==> config.mk <==
export PLATFORM = sky130hd
export DESIGN_NAME = sram_bus_responder_flat
export DESIGN_NICKNAME = d
export VERILOG_FILES = /design/src/rtl/sram_bus_responder_if.sv /design/src/rtl/sram_bus_responder.sv /design/src/flat_wrapper.sv
export SDC_FILE = /design/constraint.sdc
export NUM_CORES = 1
export LEC_CHECK = 0
export ABC_AREA = 0
export CORE_MARGIN = 5
export CORE_UTILIZATION = 44
export CTS_CLUSTER_DIAMETER = 40
export DETAILED_ROUTE_END_ITERATION = 8
export MAX_ROUTING_LAYER = met4
export PLACE_DENSITY = 0.83
export SLEW_MARGIN = 10
export SYNTH_ARGS = -nofsm -noshare
export SYNTH_HDL_FRONTEND = slang
export SYNTH_SLANG_ARGS = --single-unit
export TNS_END_PERCENT = 30
==> constraint.sdc <==
create_clock -name i_clock -period 2 [get_ports i_clock]
set_input_delay 0.4 -clock i_clock [delete_from_list [all_inputs] [get_ports i_clock]]
set_output_delay 0.4 -clock i_clock [all_outputs]
set_load 0.01 [all_outputs]
==> src/rtl/sram_bus_responder_if.sv <==
// 68k bus and SRAM control signals seen by the on-board SRAM responder.
// The master side drives the 68k strobes and decode; the slave side drives the SRAM pins and Dtack_L.
interface sram_bus_responder_if;
  logic        as_l;
  logic        uds_l;
  logic        lds_l;
  logic        rw_h;
  logic        sram_select_h;
  logic [16:0] address;
  logic [3:0]  sram_ce_l;
  logic        sram_oe_l;
  logic        sram_we_l;
  logic        sram_ub_l;
  logic        sram_lb_l;
  logic        dtack_l;
  logic        busy_h;

  modport master (
    output as_l, uds_l, lds_l, rw_h, sram_select_h, address,
    input  sram_ce_l, sram_oe_l, sram_we_l, sram_ub_l, sram_lb_l, dtack_l, busy_h
  );

  modport slave (
    input  as_l, uds_l, lds_l, rw_h, sram_select_h, address,
    output sram_ce_l, sram_oe_l, sram_we_l, sram_ub_l, sram_lb_l, dtack_l, busy_h
  );
endinterface

==> src/rtl/sram_bus_responder.sv <==
// 68k bus responder for the 256 KB on-board SRAM: drives per-block chip enables, OE/WE and byte
// lanes for a programmable number of wait states, then holds Dtack_L until the CPU drops AS_L.
module sram_bus_responder #(
  parameter int unsigned WAIT_STATES = 2
) (
  input logic                  i_clock,
  input logic                  i_reset_l,
  sram_bus_responder_if.slave  bus
);

  typedef enum logic [1:0] {StIdle, StAccess, StAck, StRecover} state_e;

  localparam logic [3:0] WaitLoad = 4'(WAIT_STATES);

  state_e     r_state;
  logic [3:0] r_cnt;
  logic [3:0] r_ce_l;
  logic       r_oe_l;
  logic       r_we_l;
  logic       r_ub_l;
  logic       r_lb_l;
  logic       r_dtack_l;
  logic       r_busy_h;

  logic       w_start;
  logic [3:0] w_ce_sel_l;
  logic       w_unused_addr;

  assign w_start = !bus.as_l && bus.sram_select_h && (!bus.uds_l || !bus.lds_l);
  assign w_ce_sel_l = ~(4'b0001 << bus.address[16:15]);
  // Only the block select bits matter here; the SRAM sees A14-A0 directly.
  assign w_unused_addr = ^bus.address[14:0];

  // The registered control outputs double as the latched block/direction/strobe values.
  always_ff @(posedge i_clock or negedge i_reset_l) begin
    if (!i_reset_l) begin
      r_state   <= StIdle;
      r_cnt     <= 4'd0;
      r_ce_l    <= 4'b1111;
      r_oe_l    <= 1'b1;
      r_we_l    <= 1'b1;
      r_ub_l    <= 1'b1;
      r_lb_l    <= 1'b1;
      r_dtack_l <= 1'b1;
      r_busy_h  <= 1'b0;
    end else begin
      unique case (r_state)
        StIdle: begin
          if (w_start) begin
            r_state  <= StAccess;
            r_cnt    <= WaitLoad;
            r_ce_l   <= w_ce_sel_l;
            r_oe_l   <= ~bus.rw_h;
            r_we_l   <= bus.rw_h;
            r_ub_l   <= bus.uds_l;
            r_lb_l   <= bus.lds_l;
            r_busy_h <= 1'b1;
          end
        end
        StAccess: begin
          if (bus.as_l) begin
            r_state <= StRecover;
            r_ce_l  <= 4'b1111;
            r_oe_l  <= 1'b1;
            r_we_l  <= 1'b1;
            r_ub_l  <= 1'b1;
            r_lb_l  <= 1'b1;
          end else if (r_cnt == 4'd0) begin
            // Release WE while CE stays low so write data hold is met.
            r_state   <= StAck;
            r_we_l    <= 1'b1;
            r_dtack_l <= 1'b0;
          end else begin
            r_cnt <= r_cnt - 4'd1;
          end
        end
        StAck: begin
          if (bus.as_l) begin
            r_state   <= StRecover;
            r_ce_l    <= 4'b1111;
            r_oe_l    <= 1'b1;
            r_we_l    <= 1'b1;
            r_ub_l    <= 1'b1;
            r_lb_l    <= 1'b1;
            r_dtack_l <= 1'b1;
          end
        end
        StRecover: begin
          r_state  <= StIdle;
          r_busy_h <= 1'b0;
        end
        default: begin
          r_state   <= StIdle;
          r_ce_l    <= 4'b1111;
          r_oe_l    <= 1'b1;
          r_we_l    <= 1'b1;
          r_ub_l    <= 1'b1;
          r_lb_l    <= 1'b1;
          r_dtack_l <= 1'b1;
          r_busy_h  <= 1'b0;
        end
      endcase
    end
  end

  assign bus.sram_ce_l = r_ce_l;
  assign bus.sram_oe_l = r_oe_l;
  assign bus.sram_we_l = r_we_l;
  assign bus.sram_ub_l = r_ub_l;
  assign bus.sram_lb_l = r_lb_l;
  assign bus.dtack_l   = r_dtack_l;
  assign bus.busy_h    = r_busy_h;

endmodule

==> src/flat_wrapper.sv <==
// flat-port wrapper written by rule: the top's interface ports become plain ports
module sram_bus_responder_flat 
#(
  parameter int unsigned WAIT_STATES = 2
)
  (i_clock, i_reset_l, bus_as_l, bus_uds_l, bus_lds_l, bus_rw_h, bus_sram_select_h, bus_address, bus_sram_ce_l, bus_sram_oe_l, bus_sram_we_l, bus_sram_ub_l, bus_sram_lb_l, bus_dtack_l, bus_busy_h);
  sram_bus_responder_if bus_i ();
  input logic i_clock;
  input logic i_reset_l;
  input wire logic [$bits(bus_i.as_l)-1:0] bus_as_l;
  input wire logic [$bits(bus_i.uds_l)-1:0] bus_uds_l;
  input wire logic [$bits(bus_i.lds_l)-1:0] bus_lds_l;
  input wire logic [$bits(bus_i.rw_h)-1:0] bus_rw_h;
  input wire logic [$bits(bus_i.sram_select_h)-1:0] bus_sram_select_h;
  input wire logic [$bits(bus_i.address)-1:0] bus_address;
  output wire logic [$bits(bus_i.sram_ce_l)-1:0] bus_sram_ce_l;
  output wire logic [$bits(bus_i.sram_oe_l)-1:0] bus_sram_oe_l;
  output wire logic [$bits(bus_i.sram_we_l)-1:0] bus_sram_we_l;
  output wire logic [$bits(bus_i.sram_ub_l)-1:0] bus_sram_ub_l;
  output wire logic [$bits(bus_i.sram_lb_l)-1:0] bus_sram_lb_l;
  output wire logic [$bits(bus_i.dtack_l)-1:0] bus_dtack_l;
  output wire logic [$bits(bus_i.busy_h)-1:0] bus_busy_h;
  assign bus_i.as_l = bus_as_l;
  assign bus_i.uds_l = bus_uds_l;
  assign bus_i.lds_l = bus_lds_l;
  assign bus_i.rw_h = bus_rw_h;
  assign bus_i.sram_select_h = bus_sram_select_h;
  assign bus_i.address = bus_address;
  assign bus_sram_ce_l = bus_i.sram_ce_l;
  assign bus_sram_oe_l = bus_i.sram_oe_l;
  assign bus_sram_we_l = bus_i.sram_we_l;
  assign bus_sram_ub_l = bus_i.sram_ub_l;
  assign bus_sram_lb_l = bus_i.sram_lb_l;
  assign bus_dtack_l = bus_i.dtack_l;
  assign bus_busy_h = bus_i.busy_h;
  sram_bus_responder #(.WAIT_STATES(WAIT_STATES)) u_core (.i_clock(i_clock), .i_reset_l(i_reset_l), .bus(bus_i));
endmodule
==> flow_summary.ini, run 1 <==
[status]
status = finished, final reports clean

[sta]
fin_tns_setup_ps = 0
hold_violations = 0
fin_crit_ps = 1821
finalCritPeriodShare_pct = 91.06
grt_setup_unrepaired = false
slew_headroom_pct = 80.61
finalSetupViolCount = 0
final_max_slew_viol_count = 0
timing.fmax_ghz = 0.5491
holdWs_ps = 406.0
skew_ps = 5.801
worst_pin_slew_ps = 290.0

[clock_tree]
cts_tree = yes
numCtsBuffers = 3
h-tree-depth = 1
cts.sinks = 16
clk_pin_slew_ps = 100
clock_latency_ps = 300
clockBufferDepth = 2
root_buffer = clkbuf_4

[drt]
wl_per_cell_um = 14.57
first_pass_iters = 4
via_count = 830
final_antenna_net_count = 0
avgViaCountPerCell = 5.461
drt-total-wl_um = 2215
drt_iter0_drc = 34
route.detailed.drc = 0

[logic_synthesis]
synth_top_area_share_pct = 24.39
syn_inst = 95
synth_edf_count = 0
syn_nets = 128
synth_area_leaders = dfstp_2 (24%), dfrtp_1 (18%), ha_1 (12%)
async_flop_share_pct = 100.0
seq_area_frac_synth_pct = 42.45
synth_top_flop_cell = dfstp_2
yosysWarnings = 0
netlist_area_um2 = 969.7
ys_top_cells_by_count = dfstp_2 (9), ha_1 (9), inv_1 (8)
ys_ff_latch = 16
yosys.area.top_type = dfstp_2
syn_avg_cell_area_um2 = 10.21
ys_types = 34

[floorplan]
die_area_um2 = 3243
initial_core_util_pct = 45.14
fp-row-count = 17
core_area_um2 = 2148
die_height_um = 56.95
die_w_um = 56.95
io_pins = 34

[min_path]
hold_path_class = input port to asynchronous set/reset pin

[setup_path]
critical-path-slowest-cell = or3_1
cp_num_buf_inv = 1
r2r_cells = 4
cp-end-kind = flip-flop
startpoint_type = flip-flop
worst-path-max-fanout = 7
worst_r2r_endpoint = u_core.bus.sram_ce_l[0]$_DFFE_PN1P_
cp_top_family = simple AND/OR/NAND/NOR gates
max_stage_delay_ps = 510
crit_start = u_core.r_state[0]$_DFFE_PN0P_
crit_cells = 4
cp.arrival_ps = 2060
path_class = flip-flop to flip-flop
ff2ff_setup_slack_ps = 180
cp_cell_sequence = inv_1 -> ha_2 -> or3_1 -> o32a_1
endpoint = u_core.bus.sram_ce_l[0]$_DFFE_PN1P_
r2r-start = u_core.r_state[0]$_DFFE_PN0P_
cp.required_ps = 2230

[global_route]
grt_first_pass_wirelength_um = 3753
grt_max_degree = 17
grt_use_total_pct = 14.79
grt_remaining_overflow = 0
grt_antenna_before_repair = 0
grt_pass1_vias = 843

[power_and_ir_drop]
leakagePower_uw = 0.0005442
ir_worst_vdd_v = 0.0008980
pwr_density_cell_nw_per_um2 = 1655
power_uw = 2156

[cells_and_area]
fin_cells = 152
drive_gt1_share_pct = 30.65
num_antenna_cells = 0
area_growth_pct = 34.32
nets = 158
final_area_um2 = 1303

[place]
placedCellCount = 148
gp_congestion = 0.7761
dp.final_hpwl_um = 1686
place.port_buffers = 18
placed_cell_area_um2 = 1245

[run]
maxCapViolCount = 0
## power breakdown
part / leakage [uW] / switching (uW) / internal, uW
clock: 0.0000210 / 116 / 111
combinational: 0.000344 / 595 / 662
sequential: 0.000179 / 127 / 545
total: 0.000544 / 838 / 1320
## worst min path at each step
stage / slack (ps) / start / end / depth (start not counted)
after CTS: 410 / i_reset_l / u_core.r_state[1]$_DFFE_PN0P_ / 2
after floorplan: 100 / i_reset_l / u_core.bus.busy_h$_DFFE_PN0P_ / 0
after global routing: 430 / i_reset_l / u_core.r_cnt[0]$_DFFE_PN0P_ / 2
after global placement: 500 / u_core.bus.sram_we_l$_DFFE_PN1P_ / u_core.bus.sram_we_l$_DFFE_PN1P_ / 1
after detailed placement: 500 / u_core.bus.sram_we_l$_DFFE_PN1P_ / u_core.bus.sram_we_l$_DFFE_PN1P_ / 1
final: 410 / i_reset_l / u_core.r_cnt[3]$_DFFE_PN0P_ / 2
## final cells by class
cell class / instances / area (um^2)
clock buffers: 4 / 36.28
fillers: 175 / 845.8
inverters: 9 / 33.78
multi-input cells: 67 / 529.3
flip-flops and latches: 16 / 412.9
well taps: 28 / 35.03
repair buffers: 28 / 255.2
## routing by layer
layer  wire length, um  vias up  GRT usage [%]
li1                  -      404              -
met1               899      399          16.99
met2              1185       21          24.96
met3                95        6          3.846
met4                34        0          4.967
met5                 0        -              -
## placed cells by master (no fill, tap or decap), types with 2 or more instances in the layout
master,count
o32a_1,4
nor2_1,6
inv_1,8
dfrtp_1,6
a21boi_2,2
dfstp_2,9
nand2_1,5
clkdlybuf4s50_1,18
nand3b_1,2
mux2_2,2
ha_1,8
buf_4,10
o22a_2,3
clkbuf_4,3
nor3_1,4
o21ai_0,7
a21oi_1,3
or3_1,2
## kinds of logic (layout without fill, tap and decap cells)
logic type                 after synthesis  after routing  share of synthesized area, %
muxes                                    3              3                         3.355
adders and majority gates                9              9                         11.61
and+or+nand+nor                         27             27                         14.84
DFF                                     16             16                         42.45
buffers and inverters                   12             41                         5.032
AOI/OAI and AO/OA                       28             28                         22.71
## flip-flops by register name (all words and copies together), names as in the netlist
signal,count
u_core.bus.sram_ce_l,4
u_core.bus.sram_lb_l,1
u_core.bus.busy_h,1
u_core.bus.dtack_l,1
u_core.bus.sram_ub_l,1
u_core.bus.sram_oe_l,1
u_core.r_state,2
u_core.bus.sram_we_l,1
u_core.r_cnt,4
## per-stage QoR
step | util (%) | setup WS (ps)
floorplan | - | 192.5
global placement | 57.95 | 7.775
detailed placement | 57.95 | -42.39
CTS | 59.64 | 15.26
global route | 60.63 | 29.95
finish | 60.63 | 178.9
## repair_timing
action | CTS | global route
hold buffers | 0 | 0
setup endpoints to repair | 0 | 8
gates resized for setup | 0 | 5
setup buffers | 0 | 0
(Power assumes the default switching activity.)
==> run 2, diff against run 1 <==
--- a/config.mk
+++ b/config.mk
@@ -8,7 +8,7 @@
 export ABC_AREA = 0
 export CORE_MARGIN = 5
 export CORE_UTILIZATION = 44
-export CTS_CLUSTER_DIAMETER = 40
+export CTS_CLUSTER_DIAMETER = 60
 export DETAILED_ROUTE_END_ITERATION = 8
 export MAX_ROUTING_LAYER = met4
 export PLACE_DENSITY = 0.83
==> results of run 2 <==
Final layout, timing and power as in run 1 (identical DEF).
